`config.mk`:
```
export PLATFORM = sky130hd
export DESIGN_NAME = decode_unit
export DESIGN_NICKNAME = d
export VERILOG_FILES = /design/src/rtl/pipeline_stage_registers_pkg.sv /design/src/rtl/imm_gen.sv /design/src/rtl/decode_unit.sv
export SDC_FILE = /design/constraint.sdc
export NUM_CORES = 1
export LEC_CHECK = 0
export ABC_AREA = 1
export BUFFER_PORTS_ARGS = -buffer_cell sky130_fd_sc_hd__buf_2
export CAP_MARGIN = 15
export CORE_MARGIN = 10
export CORE_UTILIZATION = 46
export DETAILED_ROUTE_END_ITERATION = 6
export PLACE_DENSITY_LB_ADDON = 0.15
export SLEW_MARGIN = 5
export SYNTH_ARGS = -nofsm -noshare
export SYNTH_HDL_FRONTEND = slang
export SYNTH_SLANG_ARGS = --single-unit
```
`constraint.sdc`:
```
create_clock -name clk -period 7.3 [get_ports clk]
set_input_delay 1.46 -clock clk [delete_from_list [all_inputs] [get_ports clk]]
set_output_delay 1.46 -clock clk [all_outputs]
set_load 0.02 [all_outputs]
```
`src/rtl/pipeline_stage_registers_pkg.sv`:
```
`default_nettype none
// ============================================================================
// Package : pipeline_stage_registers_pkg
// Brief   : IF_ID / ID_EX register layouts, ALU ops, RV32I opcodes.
// Rev     : 1.0
// ============================================================================
package pipeline_stage_registers_pkg;

  localparam int XLEN          = 32;
  localparam int PC_W          = 16;
  localparam int RA_W          = 5;
  localparam int DEFAULT_CNT_W = 16;

  localparam logic [6:0] c_op_lui      = 7'b0110111;
  localparam logic [6:0] c_op_auipc    = 7'b0010111;
  localparam logic [6:0] c_op_jal      = 7'b1101111;
  localparam logic [6:0] c_op_jalr     = 7'b1100111;
  localparam logic [6:0] c_op_branch   = 7'b1100011;
  localparam logic [6:0] c_op_load     = 7'b0000011;
  localparam logic [6:0] c_op_store    = 7'b0100011;
  localparam logic [6:0] c_op_op_imm   = 7'b0010011;
  localparam logic [6:0] c_op_op       = 7'b0110011;
  localparam logic [6:0] c_op_misc_mem = 7'b0001111;
  localparam logic [6:0] c_op_system   = 7'b1110011;

  typedef enum logic [3:0] {
    ALU_ADD  = 4'd0,
    ALU_SUB  = 4'd1,
    ALU_SLL  = 4'd2,
    ALU_SLT  = 4'd3,
    ALU_SLTU = 4'd4,
    ALU_XOR  = 4'd5,
    ALU_SRL  = 4'd6,
    ALU_SRA  = 4'd7,
    ALU_OR   = 4'd8,
    ALU_AND  = 4'd9,
    ALU_LUI  = 4'd10
  } alu_op_t;

  typedef struct packed {
    logic [PC_W-1:0] pc;
    logic [31:0]     fetched_inst;
    logic [RA_W-1:0] rs1;
    logic [RA_W-1:0] rs2;
    logic [RA_W-1:0] rd;
    logic            do_not_execute;
  } if_id_t;

  typedef struct packed {
    logic [PC_W-1:0] pc;
    logic [RA_W-1:0] rs1;
    logic [RA_W-1:0] rs2;
    logic [RA_W-1:0] rd;
    logic [XLEN-1:0] rs1_val;
    logic [XLEN-1:0] rs2_val;
    logic [XLEN-1:0] imm;
    alu_op_t         alu_op;
    logic [2:0]      funct3;
    logic            is_load;
    logic            is_store;
    logic            is_branch;
    logic            is_jump;
    logic            wb_en;
    logic            illegal;
    logic            do_not_execute;
  } id_ex_t;

  // alt selects SUB/SRA; for OP-IMM the caller only sets it for SRAI
  function automatic alu_op_t alu_from_funct3(input logic [2:0] funct3, input logic alt);
    alu_op_t op;
    case (funct3)
      3'b000:  op = alt ? ALU_SUB : ALU_ADD;
      3'b001:  op = ALU_SLL;
      3'b010:  op = ALU_SLT;
      3'b011:  op = ALU_SLTU;
      3'b100:  op = ALU_XOR;
      3'b101:  op = alt ? ALU_SRA : ALU_SRL;
      3'b110:  op = ALU_OR;
      default: op = ALU_AND;
    endcase
    return op;
  endfunction

endpackage
`default_nettype wire

```
`src/rtl/imm_gen.sv`:
```
`default_nettype none
// ============================================================================
// Module : imm_gen
// Brief  : RV32I immediate extraction (I/S/B/U/J), sign-extended to XLEN.
// Rev    : 1.0
// ============================================================================
module imm_gen
  import pipeline_stage_registers_pkg::*;
(
  input  logic [31:0]     inst,
  output logic [XLEN-1:0] imm
);

  logic [6:0] w_opcode;
  assign w_opcode = inst[6:0];

  always_comb begin
    imm = '0;
    case (w_opcode)
      c_op_op_imm, c_op_load, c_op_jalr:
        imm = {{(XLEN-12){inst[31]}}, inst[31:20]};
      c_op_store:
        imm = {{(XLEN-12){inst[31]}}, inst[31:25], inst[11:7]};
      c_op_branch:
        imm = {{(XLEN-13){inst[31]}}, inst[31], inst[7], inst[30:25], inst[11:8], 1'b0};
      c_op_lui, c_op_auipc:
        imm = {inst[31:12], 12'b0};
      c_op_jal:
        imm = {{(XLEN-21){inst[31]}}, inst[31], inst[19:12], inst[20], inst[30:21], 1'b0};
      default:
        imm = '0;
    endcase
  end

endmodule
`default_nettype wire

```
`src/rtl/decode_unit.sv`:
```
`default_nettype none
// ============================================================================
// Module : decode_unit
// Brief  : RV32I ID stage: operand read/bypass, decode, load-use and
//          control-transfer hold-off FSM.
// Rev    : 1.0
// ============================================================================
module decode_unit
  import pipeline_stage_registers_pkg::*;
#(
  parameter int CNT_W = DEFAULT_CNT_W
) (
  input  logic             clk,
  input  logic             reset,
  input  if_id_t           if_id_r,
  output logic [RA_W-1:0]  rf_rd_addr1,
  output logic [RA_W-1:0]  rf_rd_addr2,
  input  logic [XLEN-1:0]  rf_rd_data1,
  input  logic [XLEN-1:0]  rf_rd_data2,
  input  logic             wb_we,
  input  logic [RA_W-1:0]  wb_rd,
  input  logic [XLEN-1:0]  wb_data,
  input  logic             redirect_valid,
  output logic             stall_fetch,
  output logic             jump_in_progress,
  output id_ex_t           id_ex_r,
  output logic [CNT_W-1:0] bubble_count
);

  typedef enum logic [0:0] {
    ST_RUN       = 1'b0,
    ST_CTRL_WAIT = 1'b1
  } state_t;

  localparam logic [CNT_W-1:0] c_cnt_one = CNT_W'(1);

  state_t           r_state;
  state_t           w_state_next;
  logic [CNT_W-1:0] r_bubble_count;

  logic [6:0]      w_opcode;
  logic [2:0]      w_funct3;
  logic [XLEN-1:0] w_imm;
  logic [XLEN-1:0] w_rs1_val;
  logic [XLEN-1:0] w_rs2_val;
  alu_op_t         w_alu_op;
  logic            w_is_load;
  logic            w_is_store;
  logic            w_is_branch;
  logic            w_is_jump;
  logic            w_writes_rd;
  logic            w_uses_rs1;
  logic            w_uses_rs2;
  logic            w_illegal;
  logic            w_load_use;
  logic            w_insert_bubble;
  id_ex_t          w_decoded;
  id_ex_t          w_bubble;

  assign rf_rd_addr1 = if_id_r.rs1;
  assign rf_rd_addr2 = if_id_r.rs2;
  assign w_opcode    = if_id_r.fetched_inst[6:0];
  assign w_funct3    = if_id_r.fetched_inst[14:12];

  imm_gen u_imm_gen (
    .inst (if_id_r.fetched_inst),
    .imm  (w_imm)
  );

  // x0 reads as zero even if writeback targets it
  always_comb begin
    w_rs1_val = rf_rd_data1;
    w_rs2_val = rf_rd_data2;
    if (if_id_r.rs1 == '0)
      w_rs1_val = '0;
    else if (wb_we && (wb_rd == if_id_r.rs1))
      w_rs1_val = wb_data;
    if (if_id_r.rs2 == '0)
      w_rs2_val = '0;
    else if (wb_we && (wb_rd == if_id_r.rs2))
      w_rs2_val = wb_data;
  end

  always_comb begin
    w_alu_op    = ALU_ADD;
    w_is_load   = 1'b0;
    w_is_store  = 1'b0;
    w_is_branch = 1'b0;
    w_is_jump   = 1'b0;
    w_writes_rd = 1'b0;
    w_uses_rs1  = 1'b0;
    w_uses_rs2  = 1'b0;
    w_illegal   = 1'b0;
    case (w_opcode)
      c_op_lui: begin
        w_alu_op    = ALU_LUI;
        w_writes_rd = 1'b1;
      end
      c_op_auipc: w_writes_rd = 1'b1;
      c_op_jal: begin
        w_is_jump   = 1'b1;
        w_writes_rd = 1'b1;
      end
      c_op_jalr: begin
        w_is_jump   = 1'b1;
        w_writes_rd = 1'b1;
        w_uses_rs1  = 1'b1;
      end
      c_op_branch: begin
        w_is_branch = 1'b1;
        w_alu_op    = ALU_SUB;
        w_uses_rs1  = 1'b1;
        w_uses_rs2  = 1'b1;
      end
      c_op_load: begin
        w_is_load   = 1'b1;
        w_writes_rd = 1'b1;
        w_uses_rs1  = 1'b1;
      end
      c_op_store: begin
        w_is_store = 1'b1;
        w_uses_rs1 = 1'b1;
        w_uses_rs2 = 1'b1;
      end
      c_op_op_imm: begin
        w_alu_op    = alu_from_funct3(w_funct3,
                        (w_funct3 == 3'b101) && if_id_r.fetched_inst[30]);
        w_writes_rd = 1'b1;
        w_uses_rs1  = 1'b1;
      end
      c_op_op: begin
        w_alu_op    = alu_from_funct3(w_funct3, if_id_r.fetched_inst[30]);
        w_writes_rd = 1'b1;
        w_uses_rs1  = 1'b1;
        w_uses_rs2  = 1'b1;
      end
      c_op_misc_mem, c_op_system: ;
      default: w_illegal = 1'b1;
    endcase
  end

  always_comb begin
    w_decoded                = '0;
    w_decoded.pc             = if_id_r.pc;
    w_decoded.rs1            = if_id_r.rs1;
    w_decoded.rs2            = if_id_r.rs2;
    w_decoded.rd             = if_id_r.rd;
    w_decoded.rs1_val        = w_rs1_val;
    w_decoded.rs2_val        = w_rs2_val;
    w_decoded.imm            = w_imm;
    w_decoded.alu_op         = w_alu_op;
    w_decoded.funct3         = w_funct3;
    w_decoded.is_load        = w_is_load;
    w_decoded.is_store       = w_is_store;
    w_decoded.is_branch      = w_is_branch;
    w_decoded.is_jump        = w_is_jump;
    w_decoded.wb_en          = w_writes_rd && (if_id_r.rd != '0);
    w_decoded.illegal        = w_illegal;
    w_decoded.do_not_execute = 1'b0;

    w_bubble                 = '0;
    w_bubble.pc              = if_id_r.pc;
    w_bubble.do_not_execute  = 1'b1;
  end

  assign w_load_use = !id_ex_r.do_not_execute && id_ex_r.is_load && (id_ex_r.rd != '0) &&
                      ((w_uses_rs1 && (if_id_r.rs1 == id_ex_r.rd)) ||
                       (w_uses_rs2 && (if_id_r.rs2 == id_ex_r.rd)));

  // Redirect flushes ID and wins over both the load-use stall and control entry
  always_comb begin
    w_state_next    = r_state;
    w_insert_bubble = 1'b1;
    stall_fetch     = 1'b0;
    if (redirect_valid) begin
      w_state_next = ST_RUN;
    end else if (r_state == ST_RUN) begin
      if (if_id_r.do_not_execute) begin
        w_state_next = ST_RUN;
      end else if (w_load_use) begin
        stall_fetch = 1'b1;
      end else begin
        w_insert_bubble = 1'b0;
        if (w_is_branch || w_is_jump)
          w_state_next = ST_CTRL_WAIT;
      end
    end
  end

  always_ff @(posedge clk or posedge reset) begin
    if (reset) begin
      r_state                <= ST_RUN;
      id_ex_r                <= '0;
      id_ex_r.do_not_execute <= 1'b1;
      r_bubble_count         <= '0;
    end else begin
      r_state <= w_state_next;
      id_ex_r <= w_insert_bubble ? w_bubble : w_decoded;
      if (w_insert_bubble && (r_bubble_count != '1))
        r_bubble_count <= r_bubble_count + c_cnt_one;
    end
  end

  assign jump_in_progress = (r_state == ST_CTRL_WAIT);
  assign bubble_count     = r_bubble_count;

endmodule
`default_nettype wire

```
==> results of run 1 <==
critical path, stage by stage:
cell and delay [ns]:
buf_2 0.11, inv_2 0.06, nand2_1 0.05, nor2_1 0.21, nand2_1 0.14, nand2_1 0.11
nor2_1 0.06, nor2_1 0.11, nand2_2 0.20, nor2_1 0.18, buf_2 0.19
metal layers:
| layer | vias to the layer above | part of all wire | global-route usage |
|---|---|---|---|
| met5 | - | 0 | 0 |
| met4 | 0 | 0.021 | 0.0890 |
| met3 | 32 | 0.095 | 0.0723 |
| met2 | 346 | 0.51 | 0.422 |
| met1 | 3237 | 0.37 | 0.275 |
| li1 | 3234 | - | - |
logic make-up (layout without fill, tap and decap cells):
| logic type | Yosys count | count (layout) | share of synthesized area |
|---|---|---|---|
| and+or+nand+nor | 379 | 379 | 0.250 |
| DFF | 158 | 158 | 0.568 |
| AOI/OAI and AO/OA | 114 | 114 | 0.0859 |
| buffers and inverters | 110 | 439 | 0.0717 |
| xor gates and xnor gates | 18 | 18 | 0.0226 |
| adders and majority gates | 1 | 1 | 0.00180 |
| other | 0 | 2 | 0 |
power groups by stage:
stage          Sequential [uW]  Combinational, uW  Clock, uW
6_report                   942                323        916
5_1_grt                    947                355        965
4_1_cts                    941                325        931
3_5_place_dp               957                323          0
3_3_place_gp               956                320          0
2_1_floorplan             1010                134          0
cell usage after synthesis (all sizes together):
cell / n / share of area
nand2: 174 / 0.097
dfrtp: 157 / 0.56
a21oi: 91 / 0.065
nand4: 75 / 0.067
nor2: 73 / 0.043
inv: 56 / 0.030
nand3: 41 / 0.029
clkbuf: 27 / 0.015
buf: 26 / 0.026
nor3: 13 / 0.0093
xor2: 12 / 0.015
o21ai: 10 / 0.0077
o22ai: 7 / 0.0063
xnor2: 6 / 0.0075
a22oi: 4 / 0.0043
a211oi: 1 / 0.0011
clkinv: 1 / 0.00054
dfstp: 1 / 0.0038
ha: 1 / 0.0018
nand3b: 1 / 0.0011
nor4: 1 / 0.00090
o211ai: 1 / 0.0011
or2: 1 / 0.0013
flip-flops by register name (all words and copies together) (netlist names):
| name | cells |
|---|---|
| bubble_count | 16 |
| id_ex_r | 141 |
| jump_in_progress | 1 |
area by class of cell:
class	count	area, um^2
antenna	2	5.00
clock inverter	14	181
clock buffer	18	429
tap	184	230
sequential	158	3960
multi-input combinational	512	2530
fill	1313	5360
inverter	57	219
timing repair buffer	350	1780
how the worst min path moves through the flow:
stage / from / to / slack (ns) / cells past startpoint
finish: bubble_count[9] / bubble_count[9] / 0.53 / 2
global route: bubble_count[15] / bubble_count[15] / 0.56 / 2
CTS: bubble_count[15] / bubble_count[15] / 0.53 / 2
detailed placement: bubble_count[15] / bubble_count[15] / 0.49 / 2
global placement: bubble_count[15] / bubble_count[15] / 0.49 / 2
floorplan: bubble_count[15] / bubble_count[15] / 0.59 / 2
cell usage in the layout, fill, tap and decap left out, drive strengths merged:
master	n
o22ai	7
a21oi	91
dfstp	1
clkinv	5
dfrtp	157
nand4	75
o211ai	1
a211oi	1
inv	62
diode	2
nand3b	1
o21ai	10
nor2	73
buf	350
xor2	12
bufinv	3
nor4	1
nand2	174
xnor2	6
clkbuf	18
ha	1
clkinvlp	1
nor3	13
a22oi	4
or2	1
nand3	41
per-stage QoR:
step | instance area [um^2] | worst slack, ns | total power (uW) | std cells | utilization
6_report | 9340 | 2.97 | 2180 | 1295 | 0.635
4_1_cts | 9330 | 2.97 | 2200 | 1293 | 0.635
3_3_place_gp | 8720 | 3.02 | 1280 | 1261 | 0.593
3_5_place_dp | 8720 | 2.97 | 1280 | 1261 | 0.593
5_1_grt | 9340 | 2.82 | 2270 | 1295 | 0.635
2_1_floorplan | 6960 | 1.58 | 1140 | 780 | -
==> run_results.csv, run 1 <==
group,metric,value,unit
detailed_routing,wire_per_inst,19.8,um
sta,fin_skew,0.00860,ns
sta,holdWs,0.526,ns
place,port_buffers,337,
power,p_int,1570,uW
floorplan,rows,44,
clock_tree,htreeDepth,4,
power,switchingPower,611,uW
floorplan,die-area,20500,um^2
critical_path,crit_arrival,2.87,ns
finish,area.growth.synth_to_final,34.1,%
sta,worst_pin_slew,0.906,ns
sta,finalSetupViolations,0,
yosys,netlist_area,6960,um^2
detailed_routing,first_pass_iters,7,
critical_path,r2r-start,"id_ex_r[113]",
critical_path,worst_setup_path_start_kind,"input pin",
clock_tree,cts_tree,"done",
hold_path,hp-class,"flop to flop",
floorplan,coreArea,14700,um^2
yosys,syn_nets,950,
sta,slew_headroom,0.396,
critical_path,cp-end-kind,"primary output",
floorplan,io_pins,338,
sta,final_hold_viol_count,0,
yosys,syn-instance-count,780,
clock_tree,cts_buffers,17,
clock_tree,clk_pin_slew,0.07,ns
power,p_seq_frac,0.432,
yosys,yosys_warnings,0,
floorplan,die_w,143,um
critical_path,cp-endpoint,"stall_fetch",
sta,max_freq,0.231,GHz
clock_tree,clockBufferDepth,2,
critical_path,cp_max_fo,15,
sta,rsz0062_at_grt,"no",
power,p_clk_frac,0.420,
detailed_routing,drt_iter0_drc,551,
yosys,synth_seq_cells,158,
clock_tree,cts_sinks,158,
outcome,outcome,"completed",
critical_path,criticalPathCategory,"input pin to primary output",
detailed_routing,viasPerCell,5.29,
detailed_routing,wirelength,25700,um
finish,layout-drive-gt1-share,0.362,
grt,grt_max_degree,88,
critical_path,required,5.84,ns
clock_tree,holdBufCountCts,0,
grt,grtUsageTotal,0.242,
grt,grt-ovfl-total,0,
critical_path,crit_start,"if_id_r[19]",
grt,grt_pass1_wl,38500,um
finish,finalNetCount,1266,
flow_run,maxCapViolations,0,
place,dp_hpwl,19300,um
clock_tree,cts-root-buf,"clkbuf_16",
yosys,seq_area_frac_synth,0.568,
sta,fin_crit,4.33,ns
detailed_routing,drc_errors,0,
sta,fin_crit_sh,0.594,
yosys,ys_types,32,
floorplan,initial_core_util,0.474,
detailed_routing,num_vias,6849,
power,p_comb_frac,0.148,
clock_tree,insertion_delay,0.42,ns
critical_path,reg2regPathDepth,13,
sta,maxSlewViolCount,0,
grt,antenna_found_initial,2,
critical_path,ff2ff_setup_slack,4.87,ns
critical_path,crit-reg2reg-capture,"bubble_count[1]",
power,swShare,0.280,
clock_tree,cts_resized,0,
power,power_leakage,0.00526,uW
yosys,avgSynthCellArea,8.92,um^2
detailed_routing,antenna_left,0,
sta,fin_setup_tns,0,ns
grt,grt_pass1_vias,6785,
power,powerDensity,234,nW/um^2
place,gp_congestion,0.870,
power,peakVddDrop,0.152,mV
clock_tree,post-cts-setup-buffer-count,0,
floorplan,die_h,143,um
Note: power is estimated with default switching activity, not from simulation.
==> run 2, diff against run 1 <==
Settings changed: ABC_AREA 1 to 0, CORE_UTILIZATION 46 to 45.
Clock period 7.3 ns to 4.1 ns, I/O delays scaled along.
==> run_results.csv, run 2 <==
group,metric,value,unit
yosys,ys_types,48,
place,gp_congestion,0.858,
grt,grt_pass1_vias,5931,
clock_tree,cts_sinks,158,
sta,maxSlewViolCount,0,
critical_path,cp-end-kind,"primary output",
power,powerDensity,443,nW/um^2
sta,rsz0062_at_grt,"no",
finish,largest_reg_flops,141,
critical_path,criticalPathCategory,"input pin to primary output",
yosys,yosys_warnings,0,
flow_run,maxCapViolations,0,
clock_tree,cts_tree,"done",
grt,grt_max_degree,95,
clock_tree,clk_pin_slew,0.06,ns
finish,final.fill_count,1191,
yosys,synth_top_cell_area_share,0.600,
detailed_routing,antenna_left,0,
critical_path,crit_start,"if_id_r[19]",
floorplan,die_h,141,um
critical_path,crit_chain,"buf_2 > and4bb_4 > nand4_1 > a2bb2oi_1 > or2_2 > nor4_1 > buf_2",
place,dp_hpwl,17400,um
grt,grt-ovfl-total,0,
detailed_routing,first_pass_iters,6,
yosys,synth_area_leader_cell,"dfrtp_1",
sta,finalSetupViolations,0,
finish,finalNetCount,1059,
yosys,syn-instance-count,567,
detailed_routing,num_vias,5443,
clock_tree,cts_resized,0,
sta,slew_headroom,0.296,
yosys,synth_edf_count,0,
clock_tree,holdBufCountCts,0,
sta,fin_skew,0.0105,ns
floorplan,initial_core_util,0.455,
yosys,synth_ff_type,"dfrtp_1",
floorplan,rows,44,
finish,layout-drive-gt1-share,0.435,
hold_path,hp-class,"flop to flop",
clock_tree,htreeDepth,4,
yosys,syn_nets,737,
clock_tree,clockBufferDepth,2,
detailed_routing,drc_errors,0,
detailed_routing,wirelength,22200,um
critical_path,ff2ff_setup_slack,1.45,ns
yosys,seq_area_frac_synth,0.604,
place,port_buffers,337,
finish,area.growth.synth_to_final,36.1,%
sta,max_freq,0.317,GHz
power,power_leakage,0.00461,uW
detailed_routing,viasPerCell,5.01,
finish,largest_register,"id_ex_r",
power,peakVddDrop,0.373,mV
yosys,synth_common_cells,"157 x dfrtp_1, 84 x nor2_1, 65 x mux2i_1, 34 x nand2_1, 31 x a21oi_1",
grt,grtUsageTotal,0.219,
floorplan,coreArea,14400,um^2
finish,mostFrequentLayoutCell,"buf_2",
yosys,avgSynthCellArea,11.5,um^2
hold_path,min_path_cells,1,
critical_path,cp-endpoint,"stall_fetch",
sta,fin_setup_tns,0,ns
critical_path,cpMostUsedCell,"buf_2",
yosys,synth_most_common_cell,"dfrtp_1",
yosys,synth_seq_cells,158,
outcome,outcome,"completed",
clock_tree,post-cts-setup-buffer-count,0,
critical_path,cp_max_fo,7,
critical_path,slowest_delay,0.39,ns
yosys,ys_async_sr_fraction,1.00,
floorplan,io_pins,338,
critical_path,required,3.28,ns
critical_path,r2r-start,"id_ex_r[111]",
grt,antenna_found_initial,0,
clock_tree,insertion_delay,0.42,ns
critical_path,cp_slowest_cell,"and4bb_4",
critical_path,crit_arrival,2.34,ns
finish,antennaDiodeCount,0,
yosys,synth.area.top_cells,"dfrtp_1 60%, mux2i_1 9.9%, nor2_1 4.8%",
critical_path,crit-reg2reg-capture,"id_ex_r[52]",
finish,final_cell_mix,"337 x buf_2, 157 x dfrtp_1, 84 x nor2_1, 65 x mux2i_1, 34 x nand2_1",
grt,grt_pass1_wl,34000,um
sta,worst_pin_slew,1.06,ns
clock_tree,cts-root-buf,"clkbuf_16",
yosys,netlist_area,6540,um^2
critical_path,reg2regPathDepth,6,
floorplan,die_w,141,um
detailed_routing,drt_iter0_drc,309,
sta,fin_crit,3.16,ns
detailed_routing,wire_per_inst,20.4,um
clock_tree,cts_buffers,17,
floorplan,die-area,19800,um^2
sta,final_hold_viol_count,0,
sta,fin_crit_sh,0.770,
critical_path,worst_setup_path_start_kind,"input pin",
hold_path,hp-start,"bubble_count[6]",
power,power,3940,uW
## run 2: changes by cell type in the layout (fill, tap and decap cells not counted), sizes merged, moves of 6 or more
| cell | previous run | this run |
|---|---|---|
| nor2 | 73 | 84 |
| nand3 | 41 | 10 |
| and2 | 0 | 18 |
| inv | 62 | 8 |
| xor2 | 12 | 23 |
| and3 | 0 | 11 |
| nand4 | 75 | 4 |
| nor4 | 1 | 9 |
| buf | 350 | 343 |
| a21oi | 91 | 31 |
| mux2i | 0 | 65 |
| o22ai | 7 | 1 |
| nand2 | 174 | 34 |
## run 2: critical path: cells and delay by family
family | cells | cell delay [ns]
AOI/OAI and AO/OA | 1 | 0.19
buffers and inverters | 2 | 0.35
and+or+nand+nor | 4 | 0.98
## run 2: layout make-up
type,count,area (um^2),share of cell area
clock buffers,19,433,0.0486
clock inverters,13,165,0.0185
inverters,8,33.8,0.00379
multi-input cells,361,2340,0.263
flip-flops and latches,158,3960,0.444
well taps,184,230,0.0259
repair buffers,343,1740,0.196
## run 2: worst min path at each step
stage	endpoint	slack, ns
5_1_grt	id_ex_r[137]	0.48
4_1_cts	id_ex_r[137]	0.48
6_report	bubble_count[6]	0.49
3_5_place_dp	bubble_count[6]	0.48
2_1_floorplan	bubble_count[12]	0.59
3_3_place_gp	bubble_count[6]	0.48
## run 2: metrics by stage
step	worst slack, ns	util	area [um^2]	instances	hold WS, ns
global route	0.847	0.620	8900	1086	0.478
detailed placement	0.949	0.578	8310	1054	0.481
CTS	0.935	0.620	8900	1086	0.476
global placement	0.951	0.578	8310	1054	0.481
floorplan	0.851	-	6550	567	0.594
finish	0.942	0.620	8900	1086	0.489
## run 2: kinds of logic after synthesis
logic type | synth area share
DFF | 0.604
xor gates and xnor gates | 0.0428
adders and majority gates | 0.00191
muxes | 0.101
buffers and inverters | 0.0390
and+or+nand+nor | 0.157
AOI/OAI and AO/OA | 0.0539
## run 2: layer usage
metal / GRT usage / wire, um / part of all wire / vias up
li1: - / - / - / 2560
met1: 0.244 / 8460 / 0.38 / 2615
met2: 0.379 / 11300 / 0.51 / 239
met3: 0.0853 / 1900 / 0.086 / 29
met4: 0.0668 / 437 / 0.020 / 0
met5: 0 / 0 / 0 / -
## run 2: report_power, final
| part | leakage (uW) | total, uW | switching, uW | internal, uW |
|---|---|---|---|---|
| logic | 0.00224 | 620 | 387 | 232 |
| registers | 0.00209 | 1730 | 74.4 | 1650 |
| clock network | 0.000280 | 1590 | 636 | 959 |
